**src/rtl/synth_pkg.sv**
```systemverilog
// synth_pkg: shared widths, scheduler state encoding and mix saturation helper
package synth_pkg;
  localparam int NUM_KEYS = 12;
  localparam int NOTE_W = 4;
  localparam int AGE_W = 8;
  typedef enum logic [2:0] {IDLE, SCAN, REQ, WAIT_WR, WRITE} sched_state_t;
  function automatic logic signed [31:0] sat(input logic signed [31:0] a, input int w);
    logic signed [31:0] hi, lo;
    hi = (32'sd1 <<< (w - 1)) - 32'sd1;
    lo = -(32'sd1 <<< (w - 1));
    return a > hi ? hi : a < lo ? lo : a;
  endfunction
endpackage

```
**src/rtl/voice_alloc.sv**
```systemverilog
// voice_alloc: key edges, pending keys and per-voice note/gate/active/age; steals with VOICE_SCHED_STEAL_EN
module voice_alloc
  import synth_pkg::*;
#(
  parameter int NUM_VOICES = 4
) (
  input  logic                         clock,
  input  logic                         resetn,
  input  logic [NUM_KEYS-1:0]          keys,
  input  logic [NUM_VOICES-1:0]        release_done,
  output logic [NUM_VOICES*NOTE_W-1:0] voice_note,
  output logic [NUM_VOICES-1:0]        voice_gate,
  output logic [NUM_VOICES-1:0]        voice_active,
  output logic [NUM_VOICES-1:0]        voice_retrig
);
  logic [NUM_KEYS-1:0] keys_q, pending, press, rel, cand, key_oh;
  logic [NOTE_W-1:0] note [NUM_VOICES];
  logic [AGE_W-1:0] age [NUM_VOICES];
  logic [NOTE_W-1:0] key;
  logic key_ok;
  logic [NUM_VOICES-1:0] match, hit_oh, free_oh, steal_oh, alloc_oh;
  logic grant;
  assign press = keys & ~keys_q;
  assign rel = ~keys & keys_q;
  assign cand = pending & ~rel;
  assign key_oh = cand & (~cand + 1'b1);
  assign key_ok = |cand;
  always_comb begin
    key = '0;
    for (int k = NUM_KEYS - 1; k >= 0; k--)
      if (cand[k]) key = NOTE_W'(k);
    for (int v = 0; v < NUM_VOICES; v++) begin
      match[v] = voice_active[v] && note[v] == key;
      voice_note[v*NOTE_W +: NOTE_W] = note[v];
    end
  end
  assign hit_oh = match & (~match + 1'b1);
  assign free_oh = ~voice_active & (voice_active + 1'b1);
`ifdef VOICE_SCHED_STEAL_EN
  // Oldest voice wins; at equal age a released voice beats a held one, then lowest index
  always_comb begin
    logic [AGE_W-1:0] best_age;
    logic best_gate;
    steal_oh = NUM_VOICES'(1);
    best_age = age[0];
    best_gate = voice_gate[0];
    for (int v = 1; v < NUM_VOICES; v++)
      if (age[v] > best_age || (age[v] == best_age && !voice_gate[v] && best_gate)) begin
        steal_oh = NUM_VOICES'(1) << v;
        best_age = age[v];
        best_gate = voice_gate[v];
      end
  end
`else
  assign steal_oh = '0;
`endif
  assign alloc_oh = !key_ok ? '0 : |hit_oh ? hit_oh : |free_oh ? free_oh : steal_oh;
  assign grant = |alloc_oh;
  always_ff @(posedge clock or negedge resetn) begin
    if (!resetn) begin
      keys_q <= '0;
      pending <= '0;
      voice_gate <= '0;
      voice_active <= '0;
      voice_retrig <= '0;
      for (int v = 0; v < NUM_VOICES; v++) begin
        note[v] <= '0;
        age[v] <= '0;
      end
    end else begin
      keys_q <= keys;
      pending <= (pending | press) & ~rel & ~(grant ? key_oh : '0);
      voice_retrig <= alloc_oh;
      for (int v = 0; v < NUM_VOICES; v++) begin
        if (alloc_oh[v]) begin
          note[v] <= key;
          voice_gate[v] <= 1'b1;
          voice_active[v] <= 1'b1;
          age[v] <= '0;
        end else begin
          if (rel[note[v]]) voice_gate[v] <= 1'b0;
          if (!voice_gate[v] && release_done[v]) voice_active[v] <= 1'b0;
          if (grant && voice_active[v] && age[v] != '1) age[v] <= age[v] + 1'b1;
        end
      end
    end
  end
endmodule

```
**src/rtl/voice_scheduler.sv**
```systemverilog
// voice_scheduler: per-tick voice sequencing over the shared datapath, mix accumulate and codec write
// Optional voice stealing is enabled by defining VOICE_SCHED_STEAL_EN.
module voice_scheduler
  import synth_pkg::*;
#(
  parameter int NUM_VOICES = 4,
  parameter int SAMPLE_W = 24
) (
  input  logic                         clock,
  input  logic                         resetn,
  input  logic [NUM_KEYS-1:0]          keys,
  input  logic                         sample_tick,
  output logic [NUM_VOICES*NOTE_W-1:0] voice_note,
  output logic [NUM_VOICES-1:0]        voice_gate,
  output logic [NUM_VOICES-1:0]        voice_active,
  output logic [NUM_VOICES-1:0]        voice_retrig,
  input  logic [NUM_VOICES-1:0]        release_done,
  output logic                         ds_req,
  output logic [2:0]                   ds_voice,
  input  logic                         ds_ack,
  input  logic [SAMPLE_W-1:0]          ds_sample,
  input  logic                         write_ready,
  output logic                         write,
  output logic [SAMPLE_W-1:0]          mix_out,
  output logic                         overrun
);
  localparam int ACC_W = SAMPLE_W + 3;
  sched_state_t state, next_state;
  logic [3:0] v;
  logic signed [ACC_W-1:0] acc;
  logic [7:0] act_pad;
  logic at_end, cur_active;
  voice_alloc #(.NUM_VOICES(NUM_VOICES)) u_alloc (
    .clock(clock),
    .resetn(resetn),
    .keys(keys),
    .release_done(release_done),
    .voice_note(voice_note),
    .voice_gate(voice_gate),
    .voice_active(voice_active),
    .voice_retrig(voice_retrig)
  );
  assign act_pad = 8'(voice_active);
  assign at_end = v == 4'(NUM_VOICES);
  assign cur_active = act_pad[v[2:0]];
  assign ds_req = state == REQ;
  assign write = state == WRITE;
  assign ds_voice = v[2:0];
  always_comb begin
    next_state = state;
    case (state)
      IDLE:    next_state = sample_tick ? SCAN : IDLE;
      SCAN:    next_state = at_end ? WAIT_WR : cur_active ? REQ : SCAN;
      REQ:     next_state = ds_ack ? SCAN : REQ;
      WAIT_WR: next_state = write_ready ? WRITE : WAIT_WR;
      WRITE:   next_state = IDLE;
      default: next_state = IDLE;
    endcase
  end
  always_ff @(posedge clock or negedge resetn) begin
    if (!resetn) state <= IDLE;
    else state <= next_state;
  end
  always_ff @(posedge clock or negedge resetn) begin
    if (!resetn) begin
      v <= '0;
      acc <= '0;
      mix_out <= '0;
      overrun <= 1'b0;
    end else begin
      if (sample_tick && state != IDLE) overrun <= 1'b1;
      if (state == IDLE && sample_tick) begin
        acc <= '0;
        v <= '0;
      end
      if (state == SCAN && !at_end && !cur_active) v <= v + 1'b1;
      if (state == REQ && ds_ack) begin
        acc <= acc + {{3{ds_sample[SAMPLE_W-1]}}, ds_sample};
        v <= v + 1'b1;
      end
      // Registered on the way into WRITE so the strobe and the value coincide
      if (state == WAIT_WR && write_ready) mix_out <= SAMPLE_W'(sat(32'(acc), SAMPLE_W));
    end
  end
endmodule

```
**config.mk**
```make
export PLATFORM = sky130hd
export DESIGN_NAME = voice_scheduler
export DESIGN_NICKNAME = d
export VERILOG_FILES = /design/src/rtl/synth_pkg.sv /design/src/rtl/voice_alloc.sv /design/src/rtl/voice_scheduler.sv
export SDC_FILE = /design/constraint.sdc
export NUM_CORES = 1
export LEC_CHECK = 0
export ABC_AREA = 1
export ABC_CLOCK_PERIOD_IN_PS = 3190
export CAP_MARGIN = 20
export CORE_MARGIN = 5
export CORE_UTILIZATION = 55
export CTS_CLUSTER_DIAMETER = 200
export DETAILED_ROUTE_END_ITERATION = 16
export GPL_ROUTABILITY_DRIVEN = 0
export PLACE_DENSITY = 0.84
export SLEW_MARGIN = 20
export SYNTH_ARGS = -nofsm -noshare
export SYNTH_HDL_FRONTEND = slang
export SYNTH_SLANG_ARGS = --single-unit
```
**constraint.sdc**
```tcl
create_clock -name clock -period 3.19 [get_ports clock]
set_input_delay 0.638 -clock clock [delete_from_list [all_inputs] [get_ports clock]]
set_output_delay 0.638 -clock clock [all_outputs]
set_load 0.01 [all_outputs]
```
==> summary.md, run 1 <==
| Metric | Value |
|---|---|
| CTS tree | `yes` |
| Worst Clk Skew | `between 6 and 7 ps` |
| Filler cells | `between 900 and 1000` |
| Gate power share | `0.589` |
| # setup viols final | `0` |
| Outcome | `completed` |
| R2r worst-path depth | `11` |
| Count of buffers from port buffering | `102` |
| Synth Area in XOR/XNOR | `0.0241` |
| Peak Freq | `roughly 340 MHz` |
| Die Width | `around 120 um` |
| Seq pwr share | `0.273` |
| Yosys warns | `0` |
| Boundary pin count | `103` |
| Max clock buf depth | `2` |
| Starting density of the core | `0.566` |
| Vias in the first global route | `6289` |
| Vias per cell | `5.48` |
| Post-CTS setup buffer count | `0` |
| Crit. End Element | `flip-flop` |
| Final min period | `approximately 3000 ps` |
| Sink Count | `111` |
| P&R area growth vs syn | `29.5%` |
| Largest net degree at the start of global routing | `48` |
| Mapped Area | `between 6000 and 7000 um2` |
| Total wire length | `~17000 um` |
| Total power | `just under 0.009 W` |
| Core Region | `11600 um2` |
| H-tree level count | `3` |
| Pint | `approximately 0.0049 W` |
| Synth Area in Simple Gates | `0.255` |
| Critical path class | `primary input to flip-flop` |
| Max FO, Critical Path | `3` |
| Dpl cell area | `roughly 8100 um2` |
| Switching Share | `0.450` |
| Fin cells | `around 1200` |
| Design area | `around 8500 um2` |
| Pins Over Slew Limit | `0` |
| CP arrival | `3190 ps` |
| FP Rows | `39` |
| Mux cell area share after synthesis | `0` |
| DR DRC count | `0` |
| Vias | `between 6000 and 7000` |
| Worst ir drop on vdd | `between 0.0006 and 0.0007 V` |
| Antenna Nets Post-Route | `0` |
| Antenna violations before repair | `0` |
| Clk pwr share | `0.138` |
| Area share of fa/ha/maj cells after synthesis | `0.0566` |
| First-pass GRT wire length | `29300 um` |
| Clock-pin slew on the worst setup and hold paths | `roughly 70 ps` |
| DR iter-0 viols | `around 440` |
| Nets | `1096` |
| Placed Cells | `1154` |
| Leak Pwr | `4.15 nW` |
| Sequential fraction of the synthesis area | `0.424` |
| Crit start category | `primary input` |
| Chip height | `119 um` |
| Critical path data required time | `roughly 3400 ps` |
| R2R Path Start | `acc[0]` |
| Reg2Reg Setup Slack | `about 600 ps` |
| Root Buffer | `clkbuf_16` |
| WL/cell | `between 10 and 15 um` |
| Power per standard cell area | `roughly 1100 nW/um2` |
| Layout cells sized above 1 | `0.130` |
| Die area | `between 10000 and 15000 um2` |
| Post-DP HPWL | `between 10000 and 15000 um` |
| Compound-Gate Fraction of Synth Area | `0.165` |
| P_sw | `approximately 0.004 W` |
| Synth cell types | `between 40 and 50` |
| Pre-Repair DR Iteration Count | `5` |
| Worst slew pin tran | `about 970 ps` |
| Post-Syn Instances | `867` |
| HP Class | `primary input to async pin` |
| Final period util | `0.925` |
| Hold Violations, Final | `0` |
| Max Cap Violations | `0` |
| Avg Synthesized Cell Area | `7.55 um2` |
| Syn nets | `roughly 940` |
| Hold buffer count at CTS | `0` |
| Slew HR | `0.351` |
| # diodes | `0` |
| Crit. Startpoint | `ds_sample[0]` |
| Cts bufs inserted | `9` |
| Combinational family with the most area after synthesis | `simple AND/OR/NAND/NOR gates` |
| GRT Total Usage | `0.251` |
| Grt ovf | `0` |
| Clk Latency, worst-skew pair | `around 360 ps` |
| Post-synthesis sequential element count | `between 100 and 150` |
routing by layer:
metal  up-vias  global-route usage  wire [um]
li1       3152                   -          -
met1      3002               0.307       7120
met2       216               0.434       8600
met3        41              0.0555        970
met4         0              0.0941        449
met5         -                   0          0
critical path, stage by stage:
cell             delay, ps
clkdlybuf4s50_1        450
ha_1                   250
fa_1                   400
a21oi_1                230
nor2_1                  80
or2_2                  320
a21oi_1                230
nor2_1                  70
nor2_1                 130
o21a_1                 140
xor2_1                 150
o21ai_0                100
repair_timing:
item                       CTS  global route
resized for setup            0             8
hold endpoints to repair     0             0
setup endpoints to repair    0            17
synthesized netlist by cell type (all sizes together):
| cell | count | area [um2] |
|---|---|---|
| a211oi | 3 | 22.5 |
| a21boi | 2 | 15.0 |
| a21o | 4 | 30.0 |
| a21oi | 58 | 290 |
| a22o | 2 | 17.5 |
| a311oi | 1 | 8.76 |
| a31oi | 2 | 12.5 |
| buf | 8 | 57.6 |
| clkbuf | 12 | 45.0 |
| clkinv | 3 | 11.3 |
| dfrtp | 111 | 2780 |
| fa | 1 | 20.0 |
| ha | 28 | 350 |
| inv | 100 | 375 |
| nand2 | 223 | 880 |
| nand3 | 45 | 230 |
| nand4 | 7 | 43.8 |
| nor2 | 102 | 453 |
| nor3 | 7 | 35.0 |
| nor4 | 1 | 6.26 |
| nor4b | 1 | 8.76 |
| o2111ai | 1 | 8.76 |
| o211a | 1 | 10.0 |
| o211ai | 7 | 52.6 |
| o21a | 3 | 22.5 |
| o21ai | 106 | 531 |
| o21bai | 1 | 7.51 |
| o221ai | 1 | 8.76 |
| o22ai | 3 | 18.8 |
| o311ai | 1 | 8.76 |
| o31ai | 1 | 7.51 |
| o41ai | 1 | 8.76 |
| or2 | 1 | 6.26 |
| or4 | 1 | 7.51 |
| xnor2 | 6 | 52.6 |
| xor2 | 12 | 105 |
final cells by class:
cell class | count | area [um2] | area share
timing repair buffer | 164 | 1510 | 0.178
sequential | 111 | 2780 | 0.328
inverter | 103 | 387 | 0.0456
multi-input combinational | 633 | 3310 | 0.390
clock inverter | 7 | 97.6 | 0.0115
tap | 143 | 179 | 0.0211
clock buffer | 9 | 225 | 0.0266
stage by stage:
step                      setup WS [ps]   util  hold slack, ps  setup TNS [ps]
after floorplan                     382      -             342               0
after global placement            -59.4  0.704             446            -345
after detailed placement           -187  0.704             456           -1920
after CTS                           163  0.732             299               0
after global routing              -7.91  0.733             330           -7.91
final                               240  0.733             282               0
cell usage in the layout, fill, tap and decap left out, types with 4 or more instances in the layout:
cell / count
a21o_1: 4
a21oi_1: 57
buf_4: 61
clkbuf_16: 9
clkdlybuf4s50_1: 101
dfrtp_1: 111
ha_1: 28
inv_1: 91
inv_2: 9
nand2_1: 208
nand2_2: 12
nand3_1: 44
nand4_1: 7
nor2_1: 77
nor2_2: 23
nor3_1: 7
o211ai_1: 7
o21ai_0: 102
o21ai_1: 4
xnor2_1: 6
xor2_1: 12
sequential cells by signal, summed over array words and instances (netlist names):
register	count
acc	27
mix_out	24
overrun	1
state	3
u_alloc.keys_q	12
u_alloc.pending	12
u_alloc.voice_active	4
u_alloc.voice_gate	4
u_alloc.voice_note	16
u_alloc.voice_retrig	4
v	4
final timing paths:
path,to
worst min-delay path,u_alloc.keys_q[9]
max in group asynchronous,u_alloc.voice_note[11]
min in group clock,overrun
worst max register to register,acc[22]
worst min register to register,overrun
worst max-delay path,acc[22]
cells by family (layout without fill, tap and decap cells):
kind of cell | after synthesis | in the layout
compound gates | 198 | 198
flops | 111 | 111
buf+inv | 123 | 283
simple gates | 388 | 388
fa+ha+maj | 29 | 29
xor+xnor | 18 | 18
power by group through the flow:
stage | combinational [W] | sequential (W) | clock (W)
finish | 0.00525 | 0.00244 | 0.00123
global route | 0.00589 | 0.00251 | 0.00131
CTS | 0.00522 | 0.00243 | 0.00125
detailed placement | 0.00517 | 0.00244 | 0
global placement | 0.00503 | 0.00243 | 0
floorplan | 0.00320 | 0.00244 | 0
No activity file was read; power rests on OpenSTA's default activity.
==> run 2, diff against run 1 <==
CTS_BUF_LIST = sky130_fd_sc_hd__clkbuf_16   (was not set)
RECOVER_POWER = 50   (was not set)
SLEW_MARGIN = not set   (was 20)
==> run 2 against run 1 <==
Final cell count did not move. Sequential power about the same. The flow now finishes with violations (max-capacitance violations, max-slew violations). Combinational power hardly changed. Wire length down 0.12%. Worst hold slack improved by 180 ps. Core utilization shrank 0.25 points. Flip-flop and latch count is the same. Clock skew barely moved. Sequential share of layout area rose by 0.11 points. Maximum frequency about the same. First-iteration DRC count rose by 3.6%. Largest power group unchanged. Design area is 0.34% lower.
==> summary.md, run 2 (synthesized netlist as in run 1, its figures left out) <==
| Metric | Value |
|---|---|
| FF-to-FF End | `acc[22]` |
| Worst slew pin tran | `1510 ps (+539 ps)` |
| FP Rows | `39 (unchanged)` |
| Violated checks | `max-capacitance violations, max-slew violations` |
| Final min period | `2950 ps (-0.675 ps)` |
| CTS tree | `yes` |
| Boundary pin count | `103 (unchanged)` |
| Count of buffers from port buffering | `102 (unchanged)` |
| Peak Freq | `339 MHz (about the same)` |
| Clock-pin slew on the worst setup and hold paths | `70 ps (about the same)` |
| Placed Cells | `1154 (unchanged)` |
| H-tree level count | `3 (unchanged)` |
| Critical path data required time | `3430 ps (about the same)` |
| Biggest register | `acc` |
| Layout cells sized above 1 | `0.126 (-0.00389)` |
| Cts bufs inserted | `9 (unchanged)` |
| Slew HR | `-0.00625 (-0.358)` |
| Commonest non-fill, non-tap cell in the layout | `nand2_1` |
| Max Cap Violations | `1 (+1)` |
| Grt ovf | `0 (unchanged)` |
| Max stage delay cell, worst path | `clkdlybuf4s50_1` |
| Hold Path End | `overrun` |
| Fin cells | `1170 (unchanged)` |
| Hold buffer count at CTS | `0 (unchanged)` |
| Crit start category | `primary input` |
| Worst ir drop on vdd | `0.000694 V (about the same)` |
| DR iter-0 viols | `458 (+3.6%)` |
| Vias | `6436 (+0.39%)` |
| # setup viols final | `0 (unchanged)` |
| Pre-Repair DR Iteration Count | `5 (unchanged)` |
| Vias per cell | `5.50 (+0.39%)` |
| WL met2 | `8590 um (-0.10%)` |
| Outcome | `finished with violations` |
| Max stage delay on crit path | `440 ps (about the same)` |
| R2r worst-path depth | `11 (unchanged)` |
| Design area | `8450 um2 (-0.34%)` |
| Clk Latency, worst-skew pair | `360 ps (about the same)` |
| Largest net degree at the start of global routing | `48 (unchanged)` |
| Nets | `1096 (unchanged)` |
| Max FO, Critical Path | `3 (unchanged)` |
| Register area | `2780 um2 (unchanged)` |
| Core Region | `11600 um2 (unchanged)` |
| Root Buffer | `clkbuf_16` |
| Wire length on met3 | `1000 um (+3.2%)` |
| Die area | `14200 um2 (unchanged)` |
| P&R area growth vs syn | `29.1%` |
| Total wire length | `17100 um (-0.12%)` |
| Max clock buf depth | `2 (unchanged)` |
| Post-DP HPWL | `12900 um (unchanged)` |
| Crit. End Element | `flip-flop` |
| Starting density of the core | `0.566 (unchanged)` |
| Top sig layer | `met4` |
| Worst hold stages | `1` |
| Hold Violations, Final | `0 (unchanged)` |
| Antenna Nets Post-Route | `0 (unchanged)` |
| Critical path class | `primary input to flip-flop` |
| CP Cell Sequence | `clkdlybuf4s50_1, ha_1, fa_1, a21oi_1, nor2_1, or2_2, a21oi_1, nor2_1, nor2_1, o21a_1, xor2_1, o21ai_0` |
| Wire length on met1 | `7070 um (-0.72%)` |
| CP arrival | `3190 ps (about the same)` |
| Filler cells | `928 (+0.98%)` |
| Worst Clk Skew | `6.19 ps (-0.318 ps)` |
| R2R Path Start | `acc[0]` |
| Chip height | `119 um (unchanged)` |
| Leak Pwr | `4.15 nW (-0.16%)` |
| DR DRC count | `0 (unchanged)` |
| Min-delay src | `overrun` |
| Vias in the first global route | `6289 (unchanged)` |
| Sink Count | `111 (unchanged)` |
| # diodes | `0 (unchanged)` |
| Die Width | `119 um (unchanged)` |
| Commonest non-fill, non-tap cells in the layout | `nand2_1, dfrtp_1, o21ai_0` |
| WL/cell | `14.6 um (-0.12%)` |
| Power per standard cell area | `1050 nW/um2 (+0.13%)` |
| Dpl cell area | `8140 um2 (unchanged)` |
| First-pass GRT wire length | `29300 um (unchanged)` |
| Area of the multi-input gates | `3310 um2 (unchanged)` |
| Max reg flops | `27 (unchanged)` |
| Final setup margin | `241 ps (+0.675 ps)` |
| DP Worst Slack | `-187 ps (unchanged)` |
| GRT Total Usage | `0.251 (unchanged)` |
| Pins Over Slew Limit | `30 (+30)` |
| Antenna violations before repair | `0 (unchanged)` |
| HP Class | `flip-flop to flip-flop` |
| Reg2Reg Setup Slack | `590 ps (about the same)` |
| CP dominant cell by count | `nor2_1` |
| Final period util | `0.925 (about the same)` |
[run 2: cell types whose count changed in the layout (fill, tap and decap cells not counted)]
cell,previous run,this run
inv_2,9,8
buf_12,2,1
clkbuf_1,0,3
buf_4,61,57
dlygate4sd3_1,0,9
clkbuf_2,0,2
clkdlybuf4s50_1,101,92
inv_1,91,92
[run 2: area by class of cell]
cell class / count / area share
multi-input cells: 633 / 0.391
flip-flops and latches: 111 / 0.329
repair buffers: 164 / 0.175
inverters: 103 / 0.0457
clock buffers: 9 / 0.0266
well taps: 143 / 0.0212
clock inverters: 7 / 0.0115
[run 2: stage by stage]
step | util | power, W | hold slack (ps) | TNS [ps]
floorplan | - | 0.00564 | 342 | 0
global placement | 0.704 | 0.00746 | 446 | -345
detailed placement | 0.704 | 0.00762 | 456 | -1920
CTS | 0.732 | 0.00890 | 299 | 0
global route | 0.731 | 0.00969 | 487 | -7.91
finish | 0.731 | 0.00889 | 466 | 0
[run 2: per-layer routing]
metal  GRT usage  vias to the layer above
met5           0                        -
met4      0.0941                        0
met3      0.0555                       41
met2       0.434                      229
met1       0.307                     3010
li1            -                     3156
[run 2: worst max-delay path by stage]
stage,endpoint,start,cells past startpoint,slack (ps)
floorplan,acc[23],ds_sample[2],17,380
global placement,acc[22],ds_sample[0],12,-60
detailed placement,acc[23],ds_sample[2],18,-190
CTS,acc[23],ds_sample[2],18,160
global route,acc[23],ds_sample[2],18,-8
finish,acc[22],ds_sample[0],12,240
[run 2: report_power, final]
part	internal, W	total [W]	switching [W]
Sequential	0.00195	0.00244	0.000485
Combinational	0.00224	0.00523	0.00299
Clock	0.000690	0.00122	0.000534
Total	0.00488	0.00889	0.00401
[run 2: critical path: cells and delay by family]
family / cells / cell delay [ps]
AOI/OAI and AO/OA: 4 / 700
xor gates and xnor gates: 1 / 150
adders and majority gates: 2 / 650
buffers and inverters: 1 / 440
and+or+nand+nor: 4 / 600
[run 2: repair_timing]
item                                    in CTS  in global routing
resized for setup                            0                  8
endpoints found under the setup margin       0                 17
buffers inserted                             0                  0
